[config.mk]
export PLATFORM = sky130hd
export DESIGN_NAME = miss_fill_ctrl
export DESIGN_NICKNAME = d
export VERILOG_FILES = /design/src/rtl/miss_fill_ctrl.sv
export SDC_FILE = /design/constraint.sdc
export NUM_CORES = 1
export LEC_CHECK = 0
export BUFFER_PORTS_ARGS = -buffer_cell sky130_fd_sc_hd__buf_2
export CAP_MARGIN = 10
export CORE_AREA = 2 2 436 438
export CTS_CLUSTER_SIZE = 16
export DETAILED_ROUTE_END_ITERATION = 16
export DIE_AREA = 0 0 438 440
export PLACE_DENSITY = 0.42
export SLEW_MARGIN = 10
export SYNTH_ARGS = -nofsm -noshare
export SYNTH_HDL_FRONTEND = slang
export SYNTH_SLANG_ARGS = --single-unit
[constraint.sdc]
create_clock -name clk -period 14.33 [get_ports clk]
set_clock_uncertainty 0.15 [all_clocks]
set_input_delay 0.7165 -clock clk [delete_from_list [all_inputs] [get_ports clk]]
set_output_delay 0.7165 -clock clk [all_outputs]
set_load 0.05 [all_outputs]
[src/rtl/miss_fill_ctrl.sv]
// miss_fill_ctrl: memory-side half of the bank MSHR. Queues newly allocated
// misses, issues tagged line reads to memory, captures responses in a single
// register and hands them to the bank fill path. Tracks per-id pending state
// and raises a sticky error on protocol violations.
module miss_fill_ctrl #(
    parameter int MSHR_SIZE       = 8,
    parameter int LINE_ADDR_WIDTH = 26,
    parameter int CACHE_LINE_SIZE = 64,
    parameter int MREQ_SIZE       = 4,
    parameter int MSHR_ADDR_WIDTH = $clog2(MSHR_SIZE)
) (
    input  logic                         clk,
    input  logic                         reset,
    input  logic                         miss_valid,
    input  logic [MSHR_ADDR_WIDTH-1:0]   miss_id,
    input  logic [LINE_ADDR_WIDTH-1:0]   miss_addr,
    input  logic                         miss_prefetch,
    output logic                         miss_ready,
    output logic                         mem_req_valid,
    output logic [LINE_ADDR_WIDTH-1:0]   mem_req_addr,
    output logic [MSHR_ADDR_WIDTH-1:0]   mem_req_tag,
    input  logic                         mem_req_ready,
    input  logic                         mem_rsp_valid,
    input  logic [MSHR_ADDR_WIDTH-1:0]   mem_rsp_tag,
    input  logic [CACHE_LINE_SIZE*8-1:0] mem_rsp_data,
    output logic                         mem_rsp_ready,
    output logic                         fill_valid,
    output logic [MSHR_ADDR_WIDTH-1:0]   fill_id,
    output logic [CACHE_LINE_SIZE*8-1:0] fill_data,
    output logic                         fill_prefetch,
    input  logic                         fill_ready,
    output logic [MSHR_ADDR_WIDTH:0]     pending_count,
    output logic                         idle,
    output logic                         error
);
    localparam int DATA_W = CACHE_LINE_SIZE * 8;
    localparam int PTR_W  = $clog2(MREQ_SIZE);
    localparam int CNT_W  = PTR_W + 1;
    localparam logic [CNT_W-1:0] Q_FULL = CNT_W'(MREQ_SIZE);

    typedef struct packed {
        logic [MSHR_ADDR_WIDTH-1:0] id;
        logic [LINE_ADDR_WIDTH-1:0] addr;
        logic                       pf;
    } mreq_t;

    mreq_t                      q_mem [MREQ_SIZE];
    logic [PTR_W-1:0]           wr_ptr, rd_ptr;
    logic [CNT_W-1:0]           q_count;
    mreq_t                      q_head;

    logic [MSHR_SIZE-1:0]       pending, pf_tbl, in_queue;
    logic [MSHR_ADDR_WIDTH:0]   pend_cnt;

    logic                       rsp_vld;
    logic [MSHR_ADDR_WIDTH-1:0] rsp_tag;
    logic [DATA_W-1:0]          rsp_data;
    logic                       rsp_pf;
    logic                       err;

    logic miss_fire, req_fire, rsp_fire, fill_fire;
    logic cnt_inc, cnt_dec;

    assign q_head        = q_mem[rd_ptr];
    assign miss_ready    = (q_count != Q_FULL);
    assign mem_req_valid = (q_count != '0);
    assign mem_req_addr  = q_head.addr;
    assign mem_req_tag   = q_head.id;
    assign mem_rsp_ready = !rsp_vld || fill_ready;
    assign fill_valid    = rsp_vld;
    assign fill_id       = rsp_tag;
    assign fill_data     = rsp_data;
    assign fill_prefetch = rsp_pf;
    assign pending_count = pend_cnt;
    assign error         = err;
    assign idle          = (q_count == '0) && (pend_cnt == '0) && !rsp_vld;

    assign miss_fire = miss_valid && miss_ready;
    assign req_fire  = mem_req_valid && mem_req_ready;
    assign rsp_fire  = mem_rsp_valid && mem_rsp_ready;
    assign fill_fire = rsp_vld && fill_ready;

    // Count follows the population of the pending table: a re-issue of an id
    // that is already pending, or a fill of an id that is not, leaves it alone.
    // A same-id request+fill keeps the bit set, so the count is unchanged.
    assign cnt_inc = req_fire && !pending[q_head.id];
    assign cnt_dec = fill_fire && pending[rsp_tag] && !(req_fire && (q_head.id == rsp_tag));

    // Queue storage: payload only, contents are don't-care after reset.
    always_ff @(posedge clk) begin
        if (miss_fire) q_mem[wr_ptr] <= '{id: miss_id, addr: miss_addr, pf: miss_prefetch};
    end

    // Queue pointers and occupancy; pointers wrap naturally at power-of-2 depth.
    always_ff @(posedge clk) begin
        if (reset) begin
            wr_ptr  <= '0;
            rd_ptr  <= '0;
            q_count <= '0;
        end else begin
            if (miss_fire) wr_ptr <= wr_ptr + 1'b1;
            if (req_fire)  rd_ptr <= rd_ptr + 1'b1;
            case ({miss_fire, req_fire})
                2'b10:   q_count <= q_count + 1'b1;
                2'b01:   q_count <= q_count - 1'b1;
                default: q_count <= q_count;
            endcase
        end
    end

    // Per-id tables; a set on request issue overrides a clear from a fill.
    always_ff @(posedge clk) begin
        if (reset) begin
            pending  <= '0;
            pf_tbl   <= '0;
            in_queue <= '0;
            pend_cnt <= '0;
        end else begin
            if (fill_fire) pending[rsp_tag] <= 1'b0;
            if (req_fire) begin
                pending[q_head.id]  <= 1'b1;
                pf_tbl[q_head.id]   <= q_head.pf;
                in_queue[q_head.id] <= 1'b0;
            end
            if (miss_fire) in_queue[miss_id] <= 1'b1;
            case ({cnt_inc, cnt_dec})
                2'b10:   pend_cnt <= pend_cnt + 1'b1;
                2'b01:   pend_cnt <= pend_cnt - 1'b1;
                default: pend_cnt <= pend_cnt;
            endcase
        end
    end

    // Response holding register valid: refilled in the same cycle it drains.
    always_ff @(posedge clk) begin
        if (reset)          rsp_vld <= 1'b0;
        else if (rsp_fire)  rsp_vld <= 1'b1;
        else if (fill_fire) rsp_vld <= 1'b0;
    end

    // Response payload capture, prefetch bit looked up from the issue table.
    always_ff @(posedge clk) begin
        if (rsp_fire) begin
            rsp_tag  <= mem_rsp_tag;
            rsp_data <= mem_rsp_data;
            rsp_pf   <= pf_tbl[mem_rsp_tag];
        end
    end

    // Sticky error: unexpected response, or a miss on an id already in flight.
    always_ff @(posedge clk) begin
        if (reset)
            err <= 1'b0;
        else if ((rsp_fire && !pending[mem_rsp_tag]) ||
                 (miss_fire && (pending[miss_id] || in_queue[miss_id])))
            err <= 1'b1;
    end
endmodule
==> results of run 1 <==
-- layout make-up --
| type | count | share of cell area [%] |
|---|---|---|
| Sequential cell | 675 | 53.4 |
| Timing Repair Buffer | 1512 | 25.8 |
| Tap cell | 2511 | 8.43 |
| Clock buffer | 102 | 5.65 |
| Multi-Input combinational cell | 199 | 5.15 |
| Clock inverter | 39 | 1.19 |
| Antenna cell | 41 | 0.275 |
| Inverter | 11 | 0.111 |
-- worst max-delay path, delay by kind of cell (launching register included) --
family / cells / cell delay (ns)
buf+inv: 1 / 0.50
xor+xnor: 1 / 0.11
fa+ha+maj: 2 / 0.52
flops: 1 / 0.62
simple gates: 2 / 0.43
compound gates: 4 / 0.65
mux: 2 / 1.04
-- where the power goes --
group | switching, mW | leakage (nW) | internal [mW] | total (mW)
Clock | 0.898 | 1.22 | 1.13 | 2.03
Sequential | 0.0694 | 6.41 | 2.31 | 2.38
Combinational | 0.808 | 6.74 | 0.317 | 1.13
-- registers in the layout, indices dropped and copies added (netlist names), named ones only --
signal,flops
fill_data,512
q_mem,120
in_queue,8
pending,8
pf_tbl,8
pending_count,4
fill_id,3
q_count,3
rd_ptr,2
wr_ptr,2
error,1
fill_prefetch,1
fill_valid,1
-- cell families after synthesis --
group | synth area share, %
buf+inv | 1.65
mux | 4.45
flops | 89.7
compound gates | 1.23
simple gates | 1.92
xor+xnor | 0.395
fa+ha+maj | 0.633
-- synthesized netlist by cell type, drive strengths merged (5+ instances only) --
master / count / area [um2]
edfxtp: 636 / 19100
dfxtp: 39 / 781
mux4: 37 / 840
buf: 35 / 260
nor2: 34 / 143
a21oi: 23 / 115
nand2: 17 / 71.3
inv: 11 / 41.3
clkbuf: 9 / 63.8
mux2i: 9 / 90.1
ha: 8 / 100
o21ai: 8 / 40.0
xor2: 8 / 70.1
nor3: 6 / 30.0
a22oi: 5 / 37.5
mux2: 5 / 56.3
-- metrics by stage --
stage | utilization [%] | power [mW] | worst slack, ns | hold slack (ns)
5_1_grt | 19.7 | 5.73 | 9.85 | 0.0211
2_1_floorplan | - | 3.17 | 0.268 | 0.281
6_report | 19.8 | 5.53 | 10.22 | 0.0794
3_3_place_gp | 16.2 | 3.46 | 9.95 | 0.306
3_5_place_dp | 16.2 | 3.47 | 9.88 | 0.309
4_1_cts | 19.7 | 5.63 | 10.05 | 0.000151
-- how the worst max path moves through the flow --
stage,from,to,slack [ns]
5_1_grt,flop,pending_count[3]$_SDFFE_PP0P_,9.85
3_3_place_gp,fill_ready,fill_data[261]$_DFFE_PP_,9.95
2_1_floorplan,fill_ready,error$_SDFFE_PP0P_,0.27
4_1_cts,flop,pending_count[3]$_SDFFE_PP0P_,10.05
6_report,flop,pending_count[3]$_SDFFE_PP0P_,10.22
3_5_place_dp,fill_ready,fill_data[261]$_DFFE_PP_,9.88
-- per-layer routing --
layer	vias to the layer above	track usage, %
li1	6830	-
met1	8240	13.5
met2	911	22.9
met3	240	5.44
met4	42	5.29
met5	-	2.70
==> metrics, run 1 <==
number of remaining DRC errors=0; commonest cells after routing, fill and taps aside=1105 x buf_2, 636 x edfxtp_1, 401 x dlygate4sd3_1; fraction of final layout cells with drive strength greater than 1=50.5%; post-cts resize count=0; source-to-sink clock delay at the later pin of the worst-skew pair=0.69 ns; number of max-slew violations in the final report=0; peak supply drop=83.2 uV; type of the setup path with the least slack=flop to flop; antenna violations before repair=102; Clock transition at path regs=0.06 ns; DRT met1 WL=44.2 mm; number of enable-type register cells in the synthesized netlist=636; static leakage=14.4 nW; number of cells on the worst hold path=1; worst-path maximum fanout=18; synthesized instance count=929; kind of end point of the critical path=flop; Async S/R FF share, synth=0%; mean post-synth cell area=23.8 um2; Placeable Area=0.189 mm2; Cell Pwr Density=149 mW/mm2; area occupied by registers=0.0199 mm2; slew margin rel.=23.4%; HPWL reported at the end of detailed placement=109 mm; metal2 WL=68.0 mm; Area Growth Syn to Fin=68.1%; R2R setup slack=10.22 ns; cell at the root of the clock tree=clkbuf_16; CP Data Arrival Time=4.57 ns; post-synth design cell area=0.0222 mm2; CP startpoint kind=flop; wire length of the first global-routing pass=163 mm; Worst Reg2Reg Path Length in Cells=12; area of combinational cells with multiple inputs=0.00192 mm2; Hold Path Origin=mem_rsp_data[90]; maximum clock frequency=0.243 GHz; Post-Place Cells=4507; Initial Utilization=11.7%; top routing layer used=met5; total vias in the final route=16300; Total Nets Final=3041; sequential-to-total area share from yosys stat=89.7%; level count of the clock H-tree=3; nets in the synthesized netlist=1490; final hold viol count=0; destination of the worst hold path=fill_data[90]$_DFFE_PP_; largest net degree at the start of global routing=155; hold_buf cts=401; DP Area=0.0306 mm2; most common flop cell mapped by yosys=edfxtp_1; number of synthesized register bits=675; detailed-route wire length=132 mm; Routed Antenna Nets=0; Post-Route Setup TNS=0 ns; number of DRC markers in iteration 0=1601; number of buffer cells added on primary ports=1105; Die X=438 um; TritonCTS buffer count=81; via count of the first global-routing pass=16300; FP Rows=160; number of sinks driven by the clock tree=675; slew at the pin closest to its max-slew limit=1.15 ns; number of I/O pins=1106; CTS tree=done; Worst EP required=14.79 ns; setup fix buffers added after clock tree synthesis=0; Distinct cells, synth=45; die height=440 um; final standard cell area without fillers=0.0372 mm2; detail-routed net length per standard cell=25.8 um; number of detailed-route iterations in the first pass=5; Filler Cell Count=20400; total congestion overflow after global routing=0; Clock Tree Buf Depth=3; final period utilization=28.7%; Hold/Removal Path Class=input port to flop; die area=0.193 mm2; total of max-cap violations=0; outcome=finished clean; detail-routed via count per cell=3.20; routed length on met3=13.0 mm; crit path time final=4.11 ns; RSZ-0062 raised after global routing=no; Cell Chain, Critical Path=buf_4 -> mux4_2 -> mux2_2 -> a22oi_1 -> nand3_1 -> ha_1 -> ha_1 -> a21o_1 -> a21oi_1 -> xnor2_1 -> or3_1 -> a21oi_1; cell with the largest stage delay on the worst path=mux4_2; most common library cell in the layout ignoring fill and taps=buf_2; Total GRT Usage=13.0%; synthesis warning total=0; Setup Viol. Count Final=0; last weighted congestion value of the routability-driven placer=0.899; slowest cell delay on critical path=0.72 ns; worst r2r dst=pending_count[3]$_SDFFE_PP0P_; final cell count without fillers=5090
(Power assumes the default switching activity.)
==> run 2, diff against run 1 <==
--- a/config.mk
+++ b/config.mk
@@ -5,12 +5,13 @@
 export SDC_FILE = /design/constraint.sdc
 export NUM_CORES = 1
 export LEC_CHECK = 0
+export ABC_AREA = 1
 export BUFFER_PORTS_ARGS = -buffer_cell sky130_fd_sc_hd__buf_2
 export CAP_MARGIN = 10
-export CORE_AREA = 2 2 436 438
+export CORE_AREA = 2 2 432 434
 export CTS_CLUSTER_SIZE = 16
 export DETAILED_ROUTE_END_ITERATION = 16
-export DIE_AREA = 0 0 438 440
+export DIE_AREA = 0 0 434 436
 export PLACE_DENSITY = 0.42
 export SLEW_MARGIN = 10
 export SYNTH_ARGS = -nofsm -noshare
==> constraint.sdc (replaced) <==
create_clock -name clk -period 4.3 [get_ports clk]
set_clock_uncertainty 0.15 [all_clocks]
set_input_delay 0.215 -clock clk [delete_from_list [all_inputs] [get_ports clk]]
set_output_delay 0.215 -clock clk [all_outputs]
set_load 0.05 [all_outputs]
==> run 2 against run 1 <==
  * Sequential power increased to 3.3 times the previous value
  * Routed wire length about the same
  * Core utilization increased by 2.5 points
  * Setup slack got worse by 9.1 ns
  * Worst hold slack got worse by 0.0038 ns
  * Combinational power increased to 3.8 times the previous value
  * Via count increased by 14%
  * Register-to-register slack got worse by 9.0 ns
  * Sequential share of layout area decreased by 5.0 points
  * Flip-flop and latch count unchanged
  * Die area decreased by 1.8%
==> metrics, run 2 <==
number of max-slew violations in the final report=0 (unchanged); number of detailed-route iterations in the first pass=5 (unchanged); top area cells in the synthesized netlist=edfxtp_1 85%, dfxtp_1 3.5%, o21ai_0 1.8%, nand2_1 1.5%, nor2_1 1.5%; Async S/R FF share, synth=0% (unchanged); crit path time final=3.18 ns; Total GRT Usage=13.5% (+0.51 points); static leakage=16.2 nW (+13%); routed length on met3=9.06 mm (-30%); final hold viol count=0 (unchanged); total of max-cap violations=0 (unchanged); Initial Utilization=12.2% (+0.45 points); slew at the pin closest to its max-slew limit=1.02 ns (-0.127 ns); Clock Tree Buf Depth=3 (unchanged); area fraction in compound gates after synthesis=3.58% (+2.4 points); die area=0.189 mm2 (-1.8%); metal2 WL=71.9 mm (+5.7%); final period utilization=74.0%; area of combinational cells with multiple inputs=0.00216 mm2 (+12%); worst-path maximum fanout=54 (+36); most instantiated cells after synthesis=636 x edfxtp_1, 90 x nand2_1, 89 x nor2_1; number of buffer cells added on primary ports=1105 (unchanged); outcome=finished clean; area occupied by registers=0.0199 mm2 (unchanged); detailed-route wire length=132 mm (about the same); Die X=434 um (-0.91%); Hold/Removal Path Class=input port to flop; Cell Pwr Density=475 mW/mm2 (+220%); Total Nets Final=3629 (+19%); synthesized instance count=1199 (+29%); level count of the clock H-tree=3 (unchanged); Hold Path Origin=mem_rsp_data[406]; Area Growth Syn to Fin=82.6%; share of the synthesized area in the top cell type=84.8% (-1.4 points); most common flop cell mapped by yosys=edfxtp_1; Distinct cells, synth=29 (-36%); fraction of synthesized cell area in xor and xnor cells=0.0778% (-0.32 points); number of synthesized register bits=675 (unchanged); R2R setup slack=1.23 ns (-8.99 ns); CTS tree=done; post-synthesis mux area share=0% (-4.5 points); commonest cells after routing, fill and taps aside=1105 x buf_2, 715 x dlygate4sd3_1, 636 x edfxtp_1; cell taking the most area after synthesis=edfxtp_1; last weighted congestion value of the routability-driven placer=0.923 (+2.7%); overall power=19.6 mW (+250%); die height=436 um (-0.91%); FP Rows=158 (-1.3%); Synth Area in Simple Gates=5.11% (+3.2 points); CP Data Arrival Time=2.82 ns (-1.75 ns); total congestion overflow after global routing=0 (unchanged); largest net degree at the start of global routing=146 (-5.8%); peak supply drop=336 uV (+300%); number of flip-flops under the largest register name=512 (unchanged); RSZ-0062 raised after global routing=no; post-synth design cell area=0.0225 mm2 (+1.7%); slew margin rel.=31.9% (+8.4 points); detail-routed net length per standard cell=23.3 um (-9.9%); kind of end point of the critical path=primary output; Placeable Area=0.185 mm2 (-2.1%); adder-cell area share of the yosys netlist=0.622% (-0.010 points); Post-Route Setup TNS=0 ns (unchanged); TritonCTS buffer count=86 (+6.2%); Clock transition at path regs=0.06 ns (about the same); Setup Viol. Count Final=0 (unchanged); synthesis warning total=0 (unchanged); via count of the first global-routing pass=19900 (+22%); nets in the synthesized netlist=1760 (+18%); wire length of the first global-routing pass=172 mm (+5.9%); Worst EP required=3.93 ns (-10.86 ns); Filler Cell Count=19800 (-2.9%); CP startpoint kind=flop; sequential-to-total area share from yosys stat=88.3% (-1.5 points); number of remaining DRC errors=0 (unchanged); number of I/O pins=1106 (unchanged); maximum clock frequency=0.314 GHz; source-to-sink clock delay at the later pin of the worst-skew pair=0.69 ns (about the same); detail-routed via count per cell=3.29 (+3.1%); DRT met1 WL=42.8 mm (-3.0%); combinational family with the most area after synthesis=simple AND/OR/NAND/NOR gates; most frequent cell after synthesis=edfxtp_1; fraction of final layout cells with drive strength greater than 1=41.1% (-9.4 points); mean post-synth cell area=18.8 um2 (-21%); number of DRC markers in iteration 0=1207 (-25%); number of enable-type register cells in the synthesized netlist=636 (unchanged); top routing layer used=met5; HPWL reported at the end of detailed placement=104 mm (-4.0%); Routed Antenna Nets=0 (unchanged); cell at the root of the clock tree=clkbuf_16; antenna violations before repair=105 (+2.9%); most common library cell in the layout ignoring fill and taps=buf_2; number of sinks driven by the clock tree=675 (unchanged); total vias in the final route=18600 (+14%); type of the setup path with the least slack=flop to primary output
-- run 2: cell types whose count changed after synthesis, moves of 15 or more --
cell	change
nand2_1	+76
o21ai_0	+74
clkbuf_1	+15
mux4_2	-35
inv_1	+35
nand3_1	+42
o22ai_1	+27
nor2_1	+57
-- run 2: worst paths after layout --
check                             endpoint  depth (start not counted)
min               fill_data[406]$_DFFE_PP_                          2
max reg2reg  pending_count[3]$_SDFFE_PP0P_                         15
min reg2reg         in_queue[6]$_SDFF_PP0_                          2
max                       mem_req_addr[12]                          5
-- run 2: cell families (layout without fill, tap and decap cells) --
| group | count (synthesis) | after routing |
|---|---|---|
| other cells | 0 | 38 |
| flops | 675 | 675 |
| buf+inv | 106 | 2042 |
| compound gates | 152 | 152 |
| fa+ha+maj | 10 | 10 |
| simple gates | 254 | 254 |
| xor+xnor | 2 | 2 |
-- run 2: through the flow --
step	cells	area, um2	setup WS (ns)	hold slack (ns)	util [%]
6_report	5653	41100	1.12	0.0756	22.3
5_1_grt	5644	41100	0.831	0.0255	22.3
4_1_cts	5615	41000	0.932	0.0000648	22.2
3_5_place_dp	4745	31000	1.14	0.243	16.8
3_3_place_gp	4745	31000	1.13	0.241	16.8
2_1_floorplan	1199	22500	-5.25	0.164	-
-- run 2: cell type report --
| cell class | instances | share of cell area, % |
|---|---|---|
| Sequential cell | 675 | 48.3 |
| Clock buffer | 99 | 5.37 |
| Timing Repair Buffer | 1838 | 31.3 |
| Clock inverter | 56 | 1.55 |
| Tap cell | 2480 | 7.54 |
| Antenna cell | 38 | 0.231 |
| Inverter | 49 | 0.447 |
| Multi-Input combinational cell | 418 | 5.24 |
-- run 2: worst max-delay path: stages, from the launching register on --
cell	delay, ns
dfxtp_2	0.50
inv_2	0.23
buf_4	0.50
o21ai_0	0.15
o22ai_1	0.33
buf_2	0.34
-- run 2: where the power goes --
part | internal, mW | total (mW) | switching, mW
clock network | 4.23 | 7.38 | 3.15
registers | 7.72 | 7.93 | 0.215
logic | 1.18 | 4.24 | 3.06
-- run 2: what timing repair did --
action	in CTS	in global routing
hold buffers	715	0
gates resized for setup	0	0
endpoints found under the setup margin	0	0
buffers inserted	0	0
hold endpoints to repair	680	0
-- run 2: per-layer routing --
layer / GRT usage [%] / vias to the layer above
li1: - / 8272
met1: 12.8 / 9155
met2: 25.8 / 873
met3: 3.92 / 304
met4: 7.43 / 12
met5: 0 / -
